**src/rtl/display_driver_row_scanner.sv**
```systemverilog
// rtl/display_driver_row_scanner.sv - HUB75 row/bit-plane scan sequencer; optional pause via DISPLAY_SCAN_PAUSE_EN
module display_driver_row_scanner #(
    parameter int bitwidth = 8,
    parameter int columns  = 32,
    parameter int rows     = 16
) (
    input  logic                                     clk,
    input  logic                                     rst,
`ifdef DISPLAY_SCAN_PAUSE_EN
    input  logic                                     enable,
`endif
    output logic                                     pulse_go,
    input  logic                                     pulse_complete,
    input  logic [$clog2(bitwidth)-1:0]              pulse_select,
    output logic [$clog2(rows)+$clog2(columns)-1:0]  fb_addr,
    input  logic [6*bitwidth-1:0]                    fb_data,
    output logic [5:0]                               panel_rgb,
    output logic                                     panel_clk,
    output logic                                     panel_lat,
    output logic                                     panel_oe,
    output logic [$clog2(rows)-1:0]                  panel_row
);

    localparam int SW = $clog2(bitwidth);
    localparam int CW = $clog2(columns);
    localparam int RW = $clog2(rows);

    typedef enum logic [2:0] {
        S_SHIFT_ADDR = 3'd0,
        S_SHIFT_DATA = 3'd1,
        S_SHIFT_CLK  = 3'd2,
        S_LATCH      = 3'd3,
        S_DISPLAY    = 3'd4,
        S_NEXT       = 3'd5
`ifdef DISPLAY_SCAN_PAUSE_EN
        , S_PAUSE    = 3'd6
`endif
    } state_t;

    state_t                state, state_d;
    logic [RW-1:0]         row, row_d;
    logic [CW-1:0]         col, col_d;
    logic [SW-1:0]         plane, plane_d;
    logic                  go_d, clk_d, lat_d, oe_d;
    logic [5:0]            rgb_d;
    logic [RW+CW-1:0]      fb_addr_d;
    logic [RW-1:0]         panel_row_d;

    logic [SW-1:0]         bit_idx;
    logic [bitwidth-1:0]   chan;
    logic [5:0]            sel_bits;

    // Pick the current bit plane from each of the six colour channels; select 0 is the MSB
    always_comb begin
        bit_idx  = SW'(bitwidth - 1) - pulse_select;
        chan     = '0;
        sel_bits = '0;
        for (int k = 0; k < 6; k++) begin
            chan        = fb_data[k*bitwidth +: bitwidth];
            sel_bits[k] = chan[bit_idx];
        end
    end

    // Next-state and next-output logic; panel stays blanked outside DISPLAY
    always_comb begin
        state_d     = state;
        row_d       = row;
        col_d       = col;
        plane_d     = plane;
        go_d        = 1'b0;
        clk_d       = 1'b0;
        lat_d       = 1'b0;
        oe_d        = 1'b1;
        rgb_d       = panel_rgb;
        fb_addr_d   = fb_addr;
        panel_row_d = panel_row;
        case (state)
            S_SHIFT_ADDR: begin
                fb_addr_d = {row, col};
                state_d   = S_SHIFT_DATA;
            end
            S_SHIFT_DATA: begin
                rgb_d   = sel_bits;
                state_d = S_SHIFT_CLK;
            end
            S_SHIFT_CLK: begin
                clk_d = 1'b1;
                if (col == CW'(columns - 1)) begin
                    col_d   = '0;
                    state_d = S_LATCH;
                end else begin
                    col_d   = col + 1'b1;
                    state_d = S_SHIFT_ADDR;
                end
            end
            S_LATCH: begin
                lat_d       = 1'b1;
                panel_row_d = row;
                state_d     = S_DISPLAY;
            end
            S_DISPLAY: begin
                // go drops on the same edge that sees complete, so the generator can clear it
                if (pulse_complete) begin
                    state_d = S_NEXT;
                end else begin
                    go_d = 1'b1;
                    oe_d = 1'b0;
                end
            end
            S_NEXT: begin
                if (plane == SW'(bitwidth - 1)) begin
                    plane_d = '0;
                    row_d   = row + 1'b1;
                end else begin
                    plane_d = plane + 1'b1;
                end
`ifdef DISPLAY_SCAN_PAUSE_EN
                state_d = enable ? S_SHIFT_ADDR : S_PAUSE;
`else
                state_d = S_SHIFT_ADDR;
`endif
            end
`ifdef DISPLAY_SCAN_PAUSE_EN
            S_PAUSE: begin
                if (enable) begin
                    state_d = S_SHIFT_ADDR;
                end
            end
`endif
            default: begin
                state_d = S_SHIFT_ADDR;
            end
        endcase
    end

    // State, counters and registered panel outputs
    always_ff @(posedge clk) begin
        if (rst) begin
            state     <= S_SHIFT_ADDR;
            row       <= '0;
            col       <= '0;
            plane     <= '0;
            pulse_go  <= 1'b0;
            panel_clk <= 1'b0;
            panel_lat <= 1'b0;
            panel_oe  <= 1'b1;
            panel_rgb <= '0;
            fb_addr   <= '0;
            panel_row <= '0;
        end else begin
            state     <= state_d;
            row       <= row_d;
            col       <= col_d;
            plane     <= plane_d;
            pulse_go  <= go_d;
            panel_clk <= clk_d;
            panel_lat <= lat_d;
            panel_oe  <= oe_d;
            panel_rgb <= rgb_d;
            fb_addr   <= fb_addr_d;
            panel_row <= panel_row_d;
        end
    end

endmodule

```
**config.mk**
```make
export PLATFORM = sky130hd
export DESIGN_NAME = display_driver_row_scanner
export DESIGN_NICKNAME = d
export VERILOG_FILES = /design/src/rtl/display_driver_row_scanner.sv
export SDC_FILE = /design/constraint.sdc
export NUM_CORES = 1
export LEC_CHECK = 0
export BUFFER_PORTS_ARGS = -buffer_cell sky130_fd_sc_hd__buf_2
export CAP_MARGIN = 5
export CELL_PAD_IN_SITES_DETAIL_PLACEMENT = 1
export CELL_PAD_IN_SITES_GLOBAL_PLACEMENT = 2
export CORE_MARGIN = 3
export CORE_UTILIZATION = 27
export DETAILED_ROUTE_END_ITERATION = 6
export PLACE_DENSITY_LB_ADDON = 0.1
export SETUP_SLACK_MARGIN = 0.05
export SLEW_MARGIN = 40
export SYNTH_ARGS = -nofsm -noshare
export SYNTH_HDL_FRONTEND = slang
export SYNTH_SLANG_ARGS = --single-unit
```
**constraint.sdc**
```tcl
create_clock -name clk -period 2.2 [get_ports clk]
set_input_delay 0.11 -clock clk [delete_from_list [all_inputs] [get_ports clk]]
set_output_delay 0.11 -clock clk [all_outputs]
set_load 0.02 [all_outputs]
```
# Yosys cells after proc, flatten, opt, wreduce, memory -nomap -nowiden
# Index checks and enable logic that the tools add are counted.
# op_classes
mux	21
addsub	4
magnitude_cmp	1
reduce_logical	3
eq_ne	8
bitwise	1
# op_table
cell	n
binary-select mux 1 bit (select 3 bit)	6
case mux 3 bit (5 select lines)	1
2-to-1 mux 1 bit	10
== test 3 bit (second input constant)	3
== test 3 x 2 -> 1 bit (second input constant)	2
2-to-1 mux 3 bit	2
adder 5 x 1 -> 5 bit (second input constant)	1
== test 5 bit (second input constant)	1
2-to-1 mux 5 bit	1
adder 4 x 1 -> 4 bit (second input constant)	1
less-than comparator 3 x 4 -> 1 bit (second input constant)	1
adder 3 x 1 -> 3 bit (second input constant)	1
== test 3 x 1 -> 1 bit (second input constant)	1
zero test 3 bit	1
subtractor 3 bit (first input constant)	1
2-to-1 mux 2 bit	1
inequality test 2 bit (second input constant)	1
AND reduction 2 bit	1
OR reduction 2 bit	1
inverter 1 bit	1
# totals
output_inout_bits	23
wordCells	49
reg_bits	38

# Longest topological paths before layout
# depth
depth_word	3
ltp_mapped	6

# Worst setup path before layout
# No wires, ideal clock.
# synth_path
kind	flip-flop to flip-flop
startpoint	register col[0]
endpoint	register col[3]
path_buffers	0
setup_slack_ps	564
setup_time_ps	70
stages_incl_launch_ff	6
arrival_ps	1565
period_less_slack_ps	1636
path_cell_list	dfxtp_1 ha_1 and3_1 ha_1 or4_1 a21oi_1
# synth_via
elab_chain_len	2
word_cells_on_any_way	3
cone_classes	add/sub: 1; eq/ne: 1; mux: 1
# synth_lines
element	line	text
start, declared	42	logic [CW-1:0] col, col_d;
start signal, assigned	153	col <= col_d;
adder 5 x 1 -> 5 bit / == test 5 bit (equally long branches)	92, 88	
2-to-1 mux 5 bit *	88	if (col == CW'(columns - 1)) begin
# Every way passes the cells marked *; elsewhere a longest branch is shown, timed or not.
# A chain may end at the register's enable or synchronous reset.

# Worst setup path after layout
# layout_path
startpoint	register state[1]
endpoint	register col[2]
# layout_via
elab_chain_len	1
# layout_lines
element	line	text
start, declared	40	state_t state, state_d;
start signal, assigned	151	state <= state_d;
== test 3 x 2 -> 1 bit	77	case (state)
# No other way between the ends.

==> impl_metrics.yaml <==
detailed_routing:
  routed_via_density: 4.916
  drc: 0
  vias: 1701
  drtPass1Iterations: 4
  drt_iter0_markers: 96
  ant_nets: 0
  wirelength_mm: 5.043
  wire_per_inst_um: 14.58
sta:
  slew_viol_final: 0
  setup_violations: 0
  worstMarginPinSlew_ps: 671.5
  fin_crit_sh_pct: 82.44
  skew_ps: 6.826
  hold_viol: 0
  fin_hold_ws_ps: 213.3
  rsz0062_at_grt: "no"
  max_freq_mhz: 551.4
  slew_headroom_pct: 55.23
  setup_ws_ps: 386.4
  period_needed_ps: 1814
  fin_setup_tns_ps: 0
die:
  dieArea_um2: 7739
  core_um2: 6422
  die_h_um: 87.97
  ios: 77
  core.rowCount: 29
  die_w_um: 87.97
  start_util_pct: 28.25
clocking:
  cts_resized: 0
  clock_sinks: 38
  cts_tree: "done"
  clkLatencyLatePin_ps: 280
  cts_hold_buf: 0
  cts_buffer_depth: 2
  ctsHtreeMaxLevel: 2
  cts_buffers: 5
  cts_setup_buffers: 0
  cts_root_buf: "clkbuf_8"
  clk_pin_slew_ps: 80
synthesis:
  syn_area_um2: 1814
  async_reset_ff_share_pct: 0
  ys_top_cells_by_count: "dfxtp_1, mux2i_1, nand2_1, a21oi_1"
  synth_cells: 196
  yosysMostFrequentCell: "dfxtp_1"
  syn-num-nets: 255
  netlist_top_cells_area: "dfxtp_1, mux2i_1, a22oi_1"
  synth_edf_count: 0
  syn_avg_cell_area_um2: 9.256
  ys_warn_count: 0
  synthDistinctLibCells: 31
  yosys.area.top_type: "dfxtp_1"
  synth_seq_cells: 38
  yosysTopAreaCellShare_pct: 41.93
  synth_ff_type: "dfxtp_1"
  seq_area_frac_synth_pct: 41.93
global_routing:
  grt.overflow.total: 0
  grt_pass1_vias: 1698
  grt_max_degree: 33
  grtUsageTotal_pct: 13.15
  antenna_found_initial: 0
  grt_first_pass_wirelength_mm: 7.983
power:
  p_leak_nw: 1.127
  power_density_nw_per_um2: 612.3
  ir_worst_vdd_v: 0.0002905
  power.total_mw: 1.436
final_layout:
  fin_nets: 327
  area_growth_pct: 29.31
  utilization_pct: 36.53
  fillers: 774
  ff_latch_area_um2: 760.7
  multi_input_area_um2: 983.4
  drive_gt1_share_pct: 32.71
  num_antenna_cells: 0
placed_design:
  gp_congestion: 0.7408
  pre_cts_slack_ps: 425.7
  place_hpwl_mm: 3.879
  portBuffers: 76
worst_hold_path:
  hold_path_depth: 3
  hold_class: "in2reg"
critical_path:
  crit_path_end_kind: "flip-flop"
  setup.worst_path.class: "reg2reg"
  crit_required_ps: 2410
  crit_arrival_ps: 2020
  start_kind: "flip-flop"
  cp_max_fo: 11
  r2r_cells: 3
run:
  drv_cap: 0
run_status:
  outcome: "finished, final reports clean"
## layout by cell type (no fill, tap or decap)
master,count
ha_1,5
dfxtp_1,38
inv_1,4
or3b_2,1
buf_4,2
and3_1,1
nor4b_2,1
or4_1,2
a21oi_1,18
buf_2,76
a31oi_1,2
nand2b_1,1
nand2_1,21
nand4b_1,1
clkinv_2,1
or3b_1,1
nor2_1,13
and3b_1,1
clkinvlp_4,1
nor2b_1,2
a32o_1,6
clkbuf_8,6
xor2_1,1
nor3_1,3
or3_1,6
nand3b_1,2
nand3_1,2
o21ai_0,4
a22oi_1,13
mux2i_1,32
and2_1,1
or4b_1,1
## path summary, 6_finish.rpt
| kind | startpoint | to | slack (ps) |
|---|---|---|---|
| max | state[1] | col[2] | 390 |
| min | pulse_complete | panel_oe | 210 |
| max reg2reg | state[1] | col[2] | 390 |
| min reg2reg | fb_addr[5] | fb_addr[5] | 460 |
## area by class of cell
cell class | count | share of cell area [%]
clock buffer | 6 | 3.520
clock inverter | 2 | 0.5333
inverter | 4 | 0.6400
sequential | 38 | 32.43
multi-input combinational | 141 | 41.92
timing repair buffer | 78 | 16.85
tap | 77 | 4.107
## metal layers
metal / wire length [µm] / up-vias / GRT usage (%)
met2: 2547 / 42 / 22.81
li1: - / 856 / -
met1: 2248 / 799 / 16.69
met3: 220 / 4 / 2.822
met5: 0 / - / 0
met4: 25 / 0 / 2.929
## through the flow
stage                     instance area [µm²]  instances
after floorplan                          1814        196
after global placement                   2245        338
after detailed placement                 2251        338
after CTS                                2346        346
after global routing                     2346        346
final                                    2346        346
## kinds of logic after synthesis
kind of cell    count (synthesis)  synth area share (%)
xor+xnor                        1                0.4828
fa+ha+maj                       5                 3.448
flops                          38                 41.93
compound gates                 43                 15.45
simple gates                   60                 16.83
mux                            32                 17.66
buf+inv                        17                 4.207
## power breakdown
part | total (mW) | leakage [nW] | internal [mW] | switching, mW
combinational | 0.216 | 0.772 | 0.0992 | 0.117
sequential | 0.725 | 0.308 | 0.706 | 0.0190
clock | 0.495 | 0.0472 | 0.252 | 0.243
total | 1.44 | 1.13 | 1.06 | 0.379
## registers in the layout, summed over array words and instances (netlist names)
register	cells
fb_addr	9
panel_rgb	6
col	5
panel_row	4
row	4
plane	3
state	3
panel_clk	1
panel_lat	1
panel_oe	1
pulse_go	1
## critical path, cell delays in order (launching register included)
cell	delay, ps
dfxtp_1	530
or3b_1	530
or4b_1	540
a21oi_1	150
Note: power is estimated with default switching activity, not from simulation.
